`src/rtl/ss_rvc_store_buf_if.sv`:
```
// Core-side store port and shared data-memory bus handshake for ss_rvc_store_buf.
// The slave modport is the buffer; the master modport is the core/bus side driving it.
interface ss_rvc_store_buf_if #(
    parameter int DEPTH = 4,
    parameter int XLEN  = 32
);
    logic [XLEN-1:0]              AddressDmQ103H;
    logic [XLEN-1:0]              WrDataDmQ103H;
    logic                         WrEnDmQ103H;
    logic                         StoreStallQ103H;
    logic                         BusValidQnnnH;
    logic [XLEN-1:0]              BusAddrQnnnH;
    logic [XLEN-1:0]              BusDataQnnnH;
    logic                         BusReadyQnnnH;
    logic                         BufEmptyQnnnH;
    logic [$clog2(DEPTH+1)-1:0]   BufCountQnnnH;

    modport slave (
        input  AddressDmQ103H, WrDataDmQ103H, WrEnDmQ103H, BusReadyQnnnH,
        output StoreStallQ103H, BusValidQnnnH, BusAddrQnnnH, BusDataQnnnH,
               BufEmptyQnnnH, BufCountQnnnH
    );

    modport master (
        output AddressDmQ103H, WrDataDmQ103H, WrEnDmQ103H, BusReadyQnnnH,
        input  StoreStallQ103H, BusValidQnnnH, BusAddrQnnnH, BusDataQnnnH,
               BufEmptyQnnnH, BufCountQnnnH
    );
endinterface

```
`src/rtl/ss_rvc_store_buf.sv`:
```
// In-order store write buffer between the core store port and the shared data-memory bus.
// Optional SS_RVC_STORE_MERGE_EN: a store to the newest entry's address overwrites it in place.
module ss_rvc_store_buf #(
    parameter int DEPTH = 4,
    parameter int XLEN  = 32
) (
    input  logic                 QClk,
    input  logic                 RstQnnnH,
    ss_rvc_store_buf_if.slave    bus
);
    localparam int PW = $clog2(DEPTH);
    localparam int CW = $clog2(DEPTH + 1);

    logic [XLEN-1:0] r_addr [DEPTH];
    logic [XLEN-1:0] r_data [DEPTH];
    logic [PW-1:0]   r_wptr;
    logic [PW-1:0]   r_rptr;
    logic [CW-1:0]   r_count;

    logic w_full;
    logic w_empty;
    logic w_pop;
    logic w_push;
    logic w_merge;
    logic w_stall;

    assign w_full  = (r_count == CW'(DEPTH));
    assign w_empty = (r_count == '0);
    assign w_pop   = ~w_empty & bus.BusReadyQnnnH;

`ifdef SS_RVC_STORE_MERGE_EN
    logic [PW-1:0] w_newest;
    logic          w_addr_hit;

    assign w_newest   = r_wptr - PW'(1);
    assign w_addr_hit = bus.WrEnDmQ103H & ~w_empty &
                        (r_addr[w_newest] == bus.AddressDmQ103H);
    // The newest entry is the head only when count==1; a pop then would consume it.
    assign w_merge    = w_addr_hit & ~(w_pop & (r_count == CW'(1)));
    // When full the newest entry is never the head (DEPTH>=2), so the stall needs no bus-ready term.
    assign w_stall    = w_full & ~w_addr_hit;
`else
    assign w_merge    = 1'b0;
    assign w_stall    = w_full;
`endif

    assign w_push = bus.WrEnDmQ103H & ~w_stall & ~w_merge;

    always_ff @(posedge QClk) begin
        if (w_push) begin
            r_addr[r_wptr] <= bus.AddressDmQ103H;
            r_data[r_wptr] <= bus.WrDataDmQ103H;
        end
`ifdef SS_RVC_STORE_MERGE_EN
        if (w_merge) begin
            r_data[w_newest] <= bus.WrDataDmQ103H;
        end
`endif
    end

    always_ff @(posedge QClk or posedge RstQnnnH) begin
        if (RstQnnnH) begin
            r_wptr  <= '0;
            r_rptr  <= '0;
            r_count <= '0;
        end else begin
            if (w_push) r_wptr <= r_wptr + PW'(1);
            if (w_pop)  r_rptr <= r_rptr + PW'(1);
            case ({w_push, w_pop})
                2'b10:   r_count <= r_count + CW'(1);
                2'b01:   r_count <= r_count - CW'(1);
                default: r_count <= r_count;
            endcase
        end
    end

    // Storage is not reset, so the head is gated to zero while empty.
    assign bus.StoreStallQ103H = w_stall;
    assign bus.BusValidQnnnH   = ~w_empty;
    assign bus.BusAddrQnnnH    = w_empty ? '0 : r_addr[r_rptr];
    assign bus.BusDataQnnnH    = w_empty ? '0 : r_data[r_rptr];
    assign bus.BufEmptyQnnnH   = w_empty;
    assign bus.BufCountQnnnH   = r_count;
endmodule

```
`src/flat_wrapper.sv`:
```
// flat-port wrapper written by rule: the top's interface ports become plain ports
module ss_rvc_store_buf_flat 
#(
    parameter int DEPTH = 4,
    parameter int XLEN  = 32
)
  (QClk, RstQnnnH, bus_AddressDmQ103H, bus_WrDataDmQ103H, bus_WrEnDmQ103H, bus_BusReadyQnnnH, bus_StoreStallQ103H, bus_BusValidQnnnH, bus_BusAddrQnnnH, bus_BusDataQnnnH, bus_BufEmptyQnnnH, bus_BufCountQnnnH);
  ss_rvc_store_buf_if #(.DEPTH(DEPTH), .XLEN(XLEN)) bus_i ();
  input  logic QClk;
  input  logic RstQnnnH;
  input wire logic [$bits(bus_i.AddressDmQ103H)-1:0] bus_AddressDmQ103H;
  input wire logic [$bits(bus_i.WrDataDmQ103H)-1:0] bus_WrDataDmQ103H;
  input wire logic [$bits(bus_i.WrEnDmQ103H)-1:0] bus_WrEnDmQ103H;
  input wire logic [$bits(bus_i.BusReadyQnnnH)-1:0] bus_BusReadyQnnnH;
  output wire logic [$bits(bus_i.StoreStallQ103H)-1:0] bus_StoreStallQ103H;
  output wire logic [$bits(bus_i.BusValidQnnnH)-1:0] bus_BusValidQnnnH;
  output wire logic [$bits(bus_i.BusAddrQnnnH)-1:0] bus_BusAddrQnnnH;
  output wire logic [$bits(bus_i.BusDataQnnnH)-1:0] bus_BusDataQnnnH;
  output wire logic [$bits(bus_i.BufEmptyQnnnH)-1:0] bus_BufEmptyQnnnH;
  output wire logic [$bits(bus_i.BufCountQnnnH)-1:0] bus_BufCountQnnnH;
  assign bus_i.AddressDmQ103H = bus_AddressDmQ103H;
  assign bus_i.WrDataDmQ103H = bus_WrDataDmQ103H;
  assign bus_i.WrEnDmQ103H = bus_WrEnDmQ103H;
  assign bus_i.BusReadyQnnnH = bus_BusReadyQnnnH;
  assign bus_StoreStallQ103H = bus_i.StoreStallQ103H;
  assign bus_BusValidQnnnH = bus_i.BusValidQnnnH;
  assign bus_BusAddrQnnnH = bus_i.BusAddrQnnnH;
  assign bus_BusDataQnnnH = bus_i.BusDataQnnnH;
  assign bus_BufEmptyQnnnH = bus_i.BufEmptyQnnnH;
  assign bus_BufCountQnnnH = bus_i.BufCountQnnnH;
  ss_rvc_store_buf #(.DEPTH(DEPTH), .XLEN(XLEN)) u_core (.QClk(QClk), .RstQnnnH(RstQnnnH), .bus(bus_i));
endmodule
```
`config.mk`:
```
export PLATFORM = sky130hd
export DESIGN_NAME = ss_rvc_store_buf_flat
export DESIGN_NICKNAME = d
export VERILOG_FILES = /design/src/rtl/ss_rvc_store_buf_if.sv /design/src/rtl/ss_rvc_store_buf.sv /design/src/flat_wrapper.sv
export SDC_FILE = /design/constraint.sdc
export NUM_CORES = 1
export LEC_CHECK = 0
export ABC_AREA = 1
export CAP_MARGIN = 20
export CORE_MARGIN = 4
export CORE_UTILIZATION = 45
export DETAILED_ROUTE_END_ITERATION = 16
export PLACE_DENSITY = 0.64
export SLEW_MARGIN = 0
export SYNTH_ARGS = -nofsm -noshare
export SYNTH_HDL_FRONTEND = slang
export SYNTH_SLANG_ARGS = --single-unit
```
`constraint.sdc`:
```
create_clock -name QClk -period 11.5 [get_ports QClk]
set_input_delay 2.875 -clock QClk [delete_from_list [all_inputs] [get_ports QClk]]
set_output_delay 2.875 -clock QClk [all_outputs]
set_load 0.05 [all_outputs]
```
==> summary.txt, run 1 <==
Status
  • Status: finished clean

Clock network
  • Clock sink count: 263
  • Post-CTS Hold Fix Bufs: 0
  • CTS Buf Count: 28
  • Clock buffer depth: 3
  • Cts repair resizes: 0
  • H-tree Lvls: 1
  • CTS tree: done
  • Clock root buffer master: clkbuf_16
  • Setup Fix Bufs, Post-CTS: 0
  • Reg clk slew, reported paths: 60 ps
  • Worst-Skew Late Latency: 530 ps

Setup path
  • Worst r2r src: u_core.bus.BufCountQnnnH[1]
  • Crit path launch type: flip-flop
  • CP Capture Type: primary output
  • R2R Path End: u_core.r_addr[3][0]
  • WS Path Type: flip-flop to primary output
  • Critical Path AT: 3770 ps
  • Worst Path Required: 8630 ps
  • R2r setup slk: 8820 ps
  • Max FO, Critical Path: 69
  • R2R depth: 5

Floorplan
  • I/O pin count: about 140
  • Die X: 166.9 µm
  • Die Ht: 166.9 µm
  • Die area: between 20000 and 30000 µm²
  • Rows: 57
  • Initial core utilization: 0.4616
  • Core box area: 24600 µm²

Cells and area
  • Most frequent cells in the layout: 270 x nand2_1, 270 x inv_1, 256 x edfxtp_1
  • Final net count: 1270
  • Fin area: 13780 µm²
  • Ratio of cells with drive above 1 in the final layout: 0.04770
  • Non-Filler Instances: 1540
  • # diodes: 0
  • Area growth, synth to finish: 21.34%

Min path
  • WHS Path Cells: 2
  • HP Start: u_core.bus.BufCountQnnnH[1]
  • HP Class: flip-flop to flip-flop
  • Endpoint, Worst Hold: u_core.bus.BufCountQnnnH[1]

Synthesis
  • Area contributors post-synth: edfxtp_1 68%, inv_1 8.9%, nand2_1 8.9%
  • Synth cell types: 19
  • Register area share after synthesis: 0.6923
  • Syn Inst Count: 1069
  • Register bit total from synthesis: about 260
  • Synth Net Count: 1143
  • Synth Area per Inst: 10.62 µm²
  • Synth warn: 0
  • Mapped Area: around 11000 µm²
  • Yosys top cell by area: edfxtp_1
  • Post-synth top area share: 0.6769

Drt
  • First drt pass iteration count: 7
  • Via density: between 4 and 5
  • Via count: 7249
  • DRT iter0 DRCs: ~510
  • Final ANT Viol Nets: 0
  • Routed WL: 23.70 mm
  • DRC viols: 0
  • Routed len/inst: 15.39 µm

Power and ir drop
  • Leakage: ~6 nW
  • Pwr dens: 306.3 nW/µm²
  • Peak VDD IR: 0.2354 mV

GRT
  • Antenna violations before repair: 2
  • Vias in the first global route: between 7000 and 8000
  • Global-route wire length before repair: 37.40 mm
  • GRT Util Overall: 0.1666
  • Largest net degree at the start of global routing: 70
  • Total global routing overflow: 0

Timing
  • Least-Margin Pin Slew: 1030 ps
  • Rel. slew slack: 0.3136
  • Total Neg Setup Slack: 0 ps
  • Max Fclk: between 150 and 200 MHz
  • Setup violations, final: 0
  • Final Hold Vio Count: 0
  • Unrepaired setup endpoints after global routing: no
  • Fin Clk Skew: 14.48 ps
  • Max-slew violations: 0
  • Minimum clock period: 6641 ps
  • Final period util: 0.5775

Place
  • PortBufs: about 140
  • Placed cell area: 12910 µm²
  • Inst Count DP: 1490
  • Dpl hpwl: 13.05 mm
  • Placer Congestion: 0.7282

Flow run
  • Max_cap viols: 0
-- worst max-delay path, stage by stage (launching register included) --
cell and delay, ps:
dfrtp_4 890, inv_4 430, buf_4 490, nand2_1 170
nand3_1 90, a21oi_1 240, clkdlybuf4s50_1 860
-- logic make-up after synthesis --
group	Yosys count	share of synthesized area
xor gates and xnor gates	2	0.001543
AOI/OAI and AO/OA	66	0.02908
buffers and inverters	323	0.1192
DFF	263	0.6923
adders and majority gates	6	0.007271
and+or+nand+nor	409	0.1506
-- through the flow --
| step | hold WS, ps | setup slack (ps) | power, mW | util |
|---|---|---|---|---|
| 2_1_floorplan | 492.3 | 5311 | 2.808 | - |
| 3_3_place_gp | 509.1 | 5437 | 3.406 | 0.5248 |
| 3_5_place_dp | 521.4 | 5423 | 3.422 | 0.5248 |
| 4_1_cts | 536.6 | 4767 | 4.273 | 0.5601 |
| 5_1_grt | 560.2 | 4620 | 4.456 | 0.5601 |
| 6_report | 537.6 | 4859 | 4.222 | 0.5601 |
-- synth_stat cells --
cell	instances
dfrtp_1	7
buf_6	13
o21ai_0	2
nand4_1	1
nand2_1	270
inv_1	270
fa_1	1
nand3_1	133
buf_4	3
a21oi_1	64
ha_1	5
nand3_2	1
edfxtp_1	256
xnor2_1	2
inv_2	4
buf_2	26
nor2_1	4
clkbuf_1	6
buf_1	1
-- report_power, final --
| group | internal [mW] | switching [mW] | leakage [nW] |
|---|---|---|---|
| sequential | 1.27 | 0.0804 | 2.43 |
| clock | 0.501 | 0.339 | 0.428 |
| combinational | 0.590 | 1.45 | 3.06 |
| total | 2.36 | 1.87 | 5.91 |
-- layer usage --
layer | global-route usage | wire length [µm] | up-vias
met4 | 0.03486 | 427 | 4
met2 | 0.2925 | 11530 | 189
met1 | 0.2160 | 10300 | 3384
met5 | 0 | 22 | -
li1 | - | - | 3637
met3 | 0.03366 | 1417 | 35
-- layout make-up --
class | instances | area, µm²
flip-flops and latches | 263 | 7868
repair buffers | 146 | 1439
inverters | 274 | 1031
well taps | 324 | 405.4
multi-input cells | 483 | 2171
clock inverters | 8 | 62.56
fillers | 2094 | 10820
clock buffers | 42 | 804.5
-- state kept, by name (all words and copies together) (netlist names) --
register                  count
u_core.bus.BufCountQnnnH      3
u_core.r_addr               128
u_core.r_data               128
u_core.r_rptr                 2
u_core.r_wptr                 2
-- worst max path at each step --
stage / startpoint / end / slack [ps] / cells past startpoint
2_1_floorplan: bus_WrEnDmQ103H / u_core.r_addr[0][0] / 5310 / 2
3_3_place_gp: u_core.r_rptr[0] / bus_BusAddrQnnnH[24] / 5440 / 6
3_5_place_dp: u_core.r_rptr[0] / bus_BusAddrQnnnH[16] / 5420 / 6
4_1_cts: u_core.r_rptr[0] / bus_BusAddrQnnnH[16] / 4770 / 6
5_1_grt: u_core.r_rptr[0] / bus_BusAddrQnnnH[16] / 4620 / 6
6_report: u_core.r_rptr[0] / bus_BusAddrQnnnH[16] / 4860 / 6
(Power assumes the default switching activity.)
==> run 2, diff against run 1 <==
--- a/config.mk
+++ b/config.mk
@@ -10,7 +10,7 @@
 export CORE_MARGIN = 4
 export CORE_UTILIZATION = 45
 export DETAILED_ROUTE_END_ITERATION = 16
-export PLACE_DENSITY = 0.64
+export PLACE_DENSITY = 0.66
 export SLEW_MARGIN = 0
 export SYNTH_ARGS = -nofsm -noshare
 export SYNTH_HDL_FRONTEND = slang
==> constraint.sdc (replaced) <==
create_clock -name QClk -period 5.3 [get_ports QClk]
set_input_delay 1.325 -clock QClk [delete_from_list [all_inputs] [get_ports QClk]]
set_output_delay 1.325 -clock QClk [all_outputs]
set_load 0.05 [all_outputs]
==> run 2 against run 1 <==
Compared with the run above: sequential power increased by 110%; first-iteration DRC count decreased by 22%; hold slack worse by 24 ps; largest power group unchanged; register-to-register slack lost 5700 ps; combinational power rose by 120%; largest cell class unchanged; die area did not move; cell count up 0.39%; critical path depth did not move; via count up 0.11%; cell area increased by 1.1%.
==> summary.txt, run 2 (synthesis results as in run 1) <==
Status
  • Status: finished clean

Cells and area
  • Area growth, synth to finish: 22.73%
  • Ratio of cells with drive above 1 in the final layout: 0.05483
  • Fin area: between 10000 and 15000 µm²
  • # diodes: 0
  • Final net count: 1276
  • Non-Filler Instances: ~1500
  • Most frequent cells in the layout: 270 x nand2_1, 270 x inv_1, 256 x edfxtp_1

Drt
  • WL met3: 1.222 mm
  • Wl on met1: about 9.5 mm
  • First drt pass iteration count: 4
  • Routed WL: 23.34 mm
  • DRT iter0 DRCs: 397
  • Routed len/inst: 15.09 µm
  • Final ANT Viol Nets: 0
  • DRC viols: 0
  • Via density: ~4.7
  • Met2 wire length: 12.06 mm
  • Via count: 7257
  • Highest routed layer: met5

Clock network
  • Clock buffer depth: 3
  • Clock root buffer master: clkbuf_16
  • Clock sink count: ~260
  • H-tree Lvls: 1
  • Setup Fix Bufs, Post-CTS: 0
  • Reg clk slew, reported paths: 60 ps
  • CTS tree: done
  • Post-CTS Hold Fix Bufs: 0
  • CTS Buf Count: 28
  • Worst-Skew Late Latency: 530 ps
  • Cts repair resizes: 0

Floorplan
  • Core box area: 24600 µm²
  • I/O pin count: between 100 and 150
  • Die X: 166.9 µm
  • Initial core utilization: 0.4616
  • Rows: 57
  • Die Ht: 166.9 µm
  • Die area: around 28000 µm²

Power and ir drop
  • Peak VDD IR: between 0.4 and 0.5 mV
  • Share of power burned in registers: 0.305
  • Net Sw Frac: 0.4350
  • Cell internal pwr: 5.264 mW
  • Pwr dens: between 600 and 700 nW/µm²
  • Leakage: 5.989 nW
  • P_sw: 4.053 mW
  • Power Total: 9.317 mW
  • Clk pwr share: 0.207
  • Combinational share of power: 0.488

Timing
  • Least-Margin Pin Slew: between 700 and 800 ps
  • Max-slew violations: 0
  • Minimum clock period: 4281 ps
  • WHS: 513.8 ps
  • Max Fclk: ~230 MHz
  • Fin Clk Skew: roughly 18 ps
  • Rel. slew slack: 0.4890
  • Final Hold Vio Count: 0
  • Setup violations, final: 0
  • Final period util: 0.8078
  • Unrepaired setup endpoints after global routing: no
  • Total Neg Setup Slack: 0 ps

Min path
  • HP Class: flip-flop to flip-flop
  • WHS Path Cells: 2
  • HP Start: u_core.bus.BufCountQnnnH[1]
  • Endpoint, Worst Hold: u_core.bus.BufCountQnnnH[1]

Setup path
  • Worst Path Required: a little under 4000 ps
  • R2r setup slk: 3120 ps
  • Worst r2r src: u_core.bus.BufCountQnnnH[1]
  • Cell family with most CP delay: buffers and inverters
  • R2R depth: 10
  • Max FO, Critical Path: 74
  • WS Path Type: flip-flop to primary output
  • CP Capture Type: primary output
  • Critical Path, Cell by Cell: inv_4, buf_12, nand2_1, nand3_1, a21oi_1, clkdlybuf4s50_1
  • Buf/Inv on CP: 3
  • Crit-path max cell delay: 750 ps
  • Worst path slowest cell: clkdlybuf4s50_1
  • R2R Path End: u_core.bus.BufCountQnnnH[2]
  • Crit path launch type: flip-flop
  • Critical Path AT: 2960 ps

GRT
  • GRT Util Overall: 0.1625
  • Global-route wire length before repair: 36.84 mm
  • Total global routing overflow: 0
  • Antenna violations before repair: 1
  • Largest net degree at the start of global routing: between 100 and 150
  • Vias in the first global route: 7201

Place
  • PortBufs: ~140
  • Dpl hpwl: 13.19 mm
  • Inst Count DP: ~1500
  • Placed cell area: between 10000 and 15000 µm²
  • Placer Congestion: 0.7205

Flow run
  • Max_cap viols: 0
run 2: changes by cell type in the layout (fill, tap and decap cells not counted), sizes merged:
cell	before	now
bufinv	1	4
buf	9	15
clkinv	7	11
clkbuf	42	34
clkinvlp	0	1
run 2: tightest hold or removal path: stages, from the launching register on:
cell and delay (ps):
dfrtp_1 360, nand2_1 50, o21ai_0 60
run 2: per-stage QoR:
stage               utilization  setup slack, ps
floorplan                     -            661.0
finish                   0.5665             1019
detailed placement       0.5287             1554
CTS                      0.5665            973.4
global placement         0.5287             1563
global route             0.5665            845.7
run 2: metal layers:
metal  vias to the layer above  global-route usage
met3                        38             0.02915
met1                      3397              0.1951
met5                         -                   0
met2                       177              0.3022
li1                       3643                   -
met4                         2             0.04055
run 2: cell type report:
type                            instances  area, µm²
Clock buffer                           34      744.5
Multi-Input combinational cell        483       2171
Fill cell                            2042      10670
Tap cell                              324      405.4
Inverter                              274       1031
Sequential cell                       263       7868
Timing Repair Buffer                  152       1534
Clock inverter                         16      185.2
run 2: power groups by stage:
stage          logic, mW  clock network [mW]  registers, mW
3_5_place_dp        4.61                   0           2.88
2_1_floorplan       3.16                   0           2.93
4_1_cts             4.62                1.98           2.84
5_1_grt             4.89                2.07           2.87
6_report            4.55                1.93           2.84
3_3_place_gp        4.57                   0           2.87
run 2: worst max path at each step:
stage,from,endpoint,slack (ps),cells after the start
final,u_core.r_rptr[0],bus_BusDataQnnnH[26],1020,6
after global routing,u_core.r_rptr[0],bus_BusDataQnnnH[26],850,6
after CTS,u_core.r_rptr[0],bus_BusDataQnnnH[26],970,6
after detailed placement,u_core.r_rptr[0],bus_BusDataQnnnH[26],1550,6
after global placement,u_core.r_rptr[0],bus_BusDataQnnnH[26],1560,6
after floorplan,bus_WrEnDmQ103H,u_core.r_addr[0][0],660,2
==> run 3, diff against run 2 <==
--- a/config.mk
+++ b/config.mk
@@ -10,7 +10,7 @@
 export CORE_MARGIN = 4
 export CORE_UTILIZATION = 45
 export DETAILED_ROUTE_END_ITERATION = 16
-export PLACE_DENSITY = 0.66
+export PLACE_DENSITY = 0.64
 export SLEW_MARGIN = 0
 export SYNTH_ARGS = -nofsm -noshare
 export SYNTH_HDL_FRONTEND = slang
==> constraint.sdc (replaced) <==
create_clock -name QClk -period 4.14 [get_ports QClk]
set_input_delay 1.035 -clock QClk [delete_from_list [all_inputs] [get_ports QClk]]
set_output_delay 1.035 -clock QClk [all_outputs]
set_load 0.05 [all_outputs]
==> run 3 against run 2 <==
Compared with the run above: core utilization is 2.8 points higher; clock power is 30% higher; sequential power is 28% higher; critical path depth is 2 lower; via count is 0.98% higher; setup slack worse by 420 ps; non-clock buffer count is 3 lower; clock skew is 2.7 ps lower; global-route usage is 0.79 points higher; die area stayed put; critical path type unchanged; largest power group unchanged.
==> summary.txt, run 3 (synthesis results as in run 1) <==
Status
  • Status: finished clean

Timing
  • Setup violations, final: 0
  • Least-Margin Pin Slew: 874.9 ps
  • Minimum clock period: 3537 ps
  • Final period util: 0.8544
  • Unrepaired setup endpoints after global routing: no
  • Fin worst setup slack: 602.8 ps
  • Final Hold Vio Count: 0
  • Fin Clk Skew: 15.67 ps
  • Max-slew violations: 0
  • Rel. slew slack: 0.4167
  • Max Fclk: 282.7 MHz

Power and ir drop
  • Combinational share of power: 0.543
  • Pwr dens: 917.1 nW/µm²
  • Cell internal pwr: 7.862 mW
  • Peak VDD IR: between 0.8 and 0.9 mV
  • Clk pwr share: 0.186
  • P_sw: 5.563 mW
  • Leakage: 6.342 nW
  • Share of power burned in registers: 0.270
  • Net Sw Frac: 0.4144

Setup path
  • Critical Path, Cell by Cell: inv_1, nand3_2, inv_2, clkdlybuf4s50_1
  • Max FO, Critical Path: 18
  • Worst Path Required: approximately 3100 ps
  • CP Capture Type: primary output
  • Crit path launch type: flip-flop
  • Worst path slowest cell: clkdlybuf4s50_1
  • Critical Path AT: roughly 2500 ps
  • WS Path Type: flip-flop to primary output
  • Crit-path max cell delay: roughly 900 ps

Floorplan
  • Rows: 57
  • Core box area: 24600 µm²
  • Initial core utilization: 0.4616
  • Die area: 27840 µm²
  • I/O pin count: 138
  • Die X: 166.9 µm
  • Die Ht: between 150 and 200 µm

Drt
  • Wl on met1: 9.904 mm
  • First drt pass iteration count: 5
  • WL met3: about 1.6 mm
  • Routed WL: roughly 24 mm
  • Routed len/inst: 15.72 µm
  • Final ANT Viol Nets: 0
  • DRT iter0 DRCs: 448
  • Via density: 4.740
  • Via count: 7328
  • DRC viols: 0
  • Met2 wire length: 12.19 mm
  • Highest routed layer: met5

Place
  • Placer Congestion: 0.7427
  • Pre-CTS WS: 1025 ps
  • Placed cell area: 13700 µm²
  • PortBufs: 137
  • Dpl hpwl: between 10 and 15 mm

Clock network
  • CTS Buf Count: 29
  • Post-CTS Hold Fix Bufs: 0
  • Clock root buffer master: clkbuf_16
  • H-tree Lvls: 1
  • Reg clk slew, reported paths: roughly 60 ps
  • Clock buffer depth: 3
  • Cts repair resizes: 0
  • Setup Fix Bufs, Post-CTS: 0
  • Worst-Skew Late Latency: 530 ps
  • CTS tree: done
  • Clock sink count: about 260

Cells and area
  • Final net count: 1274
  • Ratio of cells with drive above 1 in the final layout: 0.1064
  • Area growth, synth to finish: 28.89%
  • # diodes: 0
  • Most frequent cells in the layout: 270 x nand2_1, 270 x inv_1, 256 x edfxtp_1
  • Fin area: 14640 µm²

GRT
  • Vias in the first global route: ~7400
  • Global-route wire length before repair: about 38 mm
  • Antenna violations before repair: 2
  • Largest net degree at the start of global routing: 131
  • Total global routing overflow: 0
  • GRT Util Overall: 0.1704

Min path
  • HP Class: flip-flop to flip-flop

Flow run
  • Max_cap viols: 0
[run 3: cell types whose count changed in the layout (fill, tap and decap cells not counted), sizes merged]
cell and change:
buf +61, clkbuf +1, clkdlybuf4s50 -64, clkinv +2
[run 3: metal layers]
layer / vias up / global-route usage
li1: 3652 / -
met1: 3426 / 0.2057
met2: 198 / 0.3045
met3: 48 / 0.04148
met4: 4 / 0.04838
met5: - / 0
[run 3: power by group through the flow]
stage | Sequential [mW] | Combinational (mW) | Clock [mW]
after floorplan | 3.75 | 4.05 | 0
after global routing | 3.66 | 7.73 | 2.68
final | 3.63 | 7.29 | 2.50
after CTS | 3.63 | 7.40 | 2.56
after detailed placement | 3.69 | 7.37 | 0
after global placement | 3.67 | 7.33 | 0
[run 3: path summary, 6_finish.rpt]
check | slack (ps) | to | startpoint | depth (start not counted)
worst min register to register | 520 | u_core.bus.BufCountQnnnH[1] | u_core.bus.BufCountQnnnH[1] | 2
worst max-delay path | 600 | bus_BufEmptyQnnnH | u_core.bus.BufCountQnnnH[1] | 4
worst min-delay path | 520 | u_core.bus.BufCountQnnnH[1] | u_core.bus.BufCountQnnnH[1] | 2
worst max register to register | 1960 | u_core.bus.BufCountQnnnH[2] | u_core.bus.BufCountQnnnH[1] | 10
min in group asynchronous | 730 | u_core.bus.BufCountQnnnH[0] | RstQnnnH | 2
max in group asynchronous | 3160 | u_core.r_rptr[0] | RstQnnnH | 2
[run 3: stage by stage]
step | std cells | hold WS [ps] | util | power (mW) | TNS [ps]
detailed placement | 1493 | 509.5 | 0.5569 | 11.05 | 0
floorplan | 1069 | 492.3 | - | 7.800 | -53510
global route | 1546 | 528.2 | 0.5949 | 14.08 | 0
CTS | 1546 | 518.3 | 0.5949 | 13.59 | 0
finish | 1546 | 521.8 | 0.5949 | 13.42 | 0
global placement | 1493 | 503.0 | 0.5569 | 11.00 | 0
[run 3: worst max-delay path: cells and delay by family, from the launching register on]
family	cells	cell delay, ps
flops	1	390
buf+inv	3	1420
simple gates	1	160
[run 3: area by class of cell]
cell class / count / area [µm²]
clock buffers: 35 / 748.2
clock inverters: 18 / 187.7
fillers: 1962 / 9967
inverters: 274 / 1031
multi-input cells: 483 / 2171
flip-flops and latches: 263 / 7868
well taps: 324 / 405.4
repair buffers: 149 / 2227
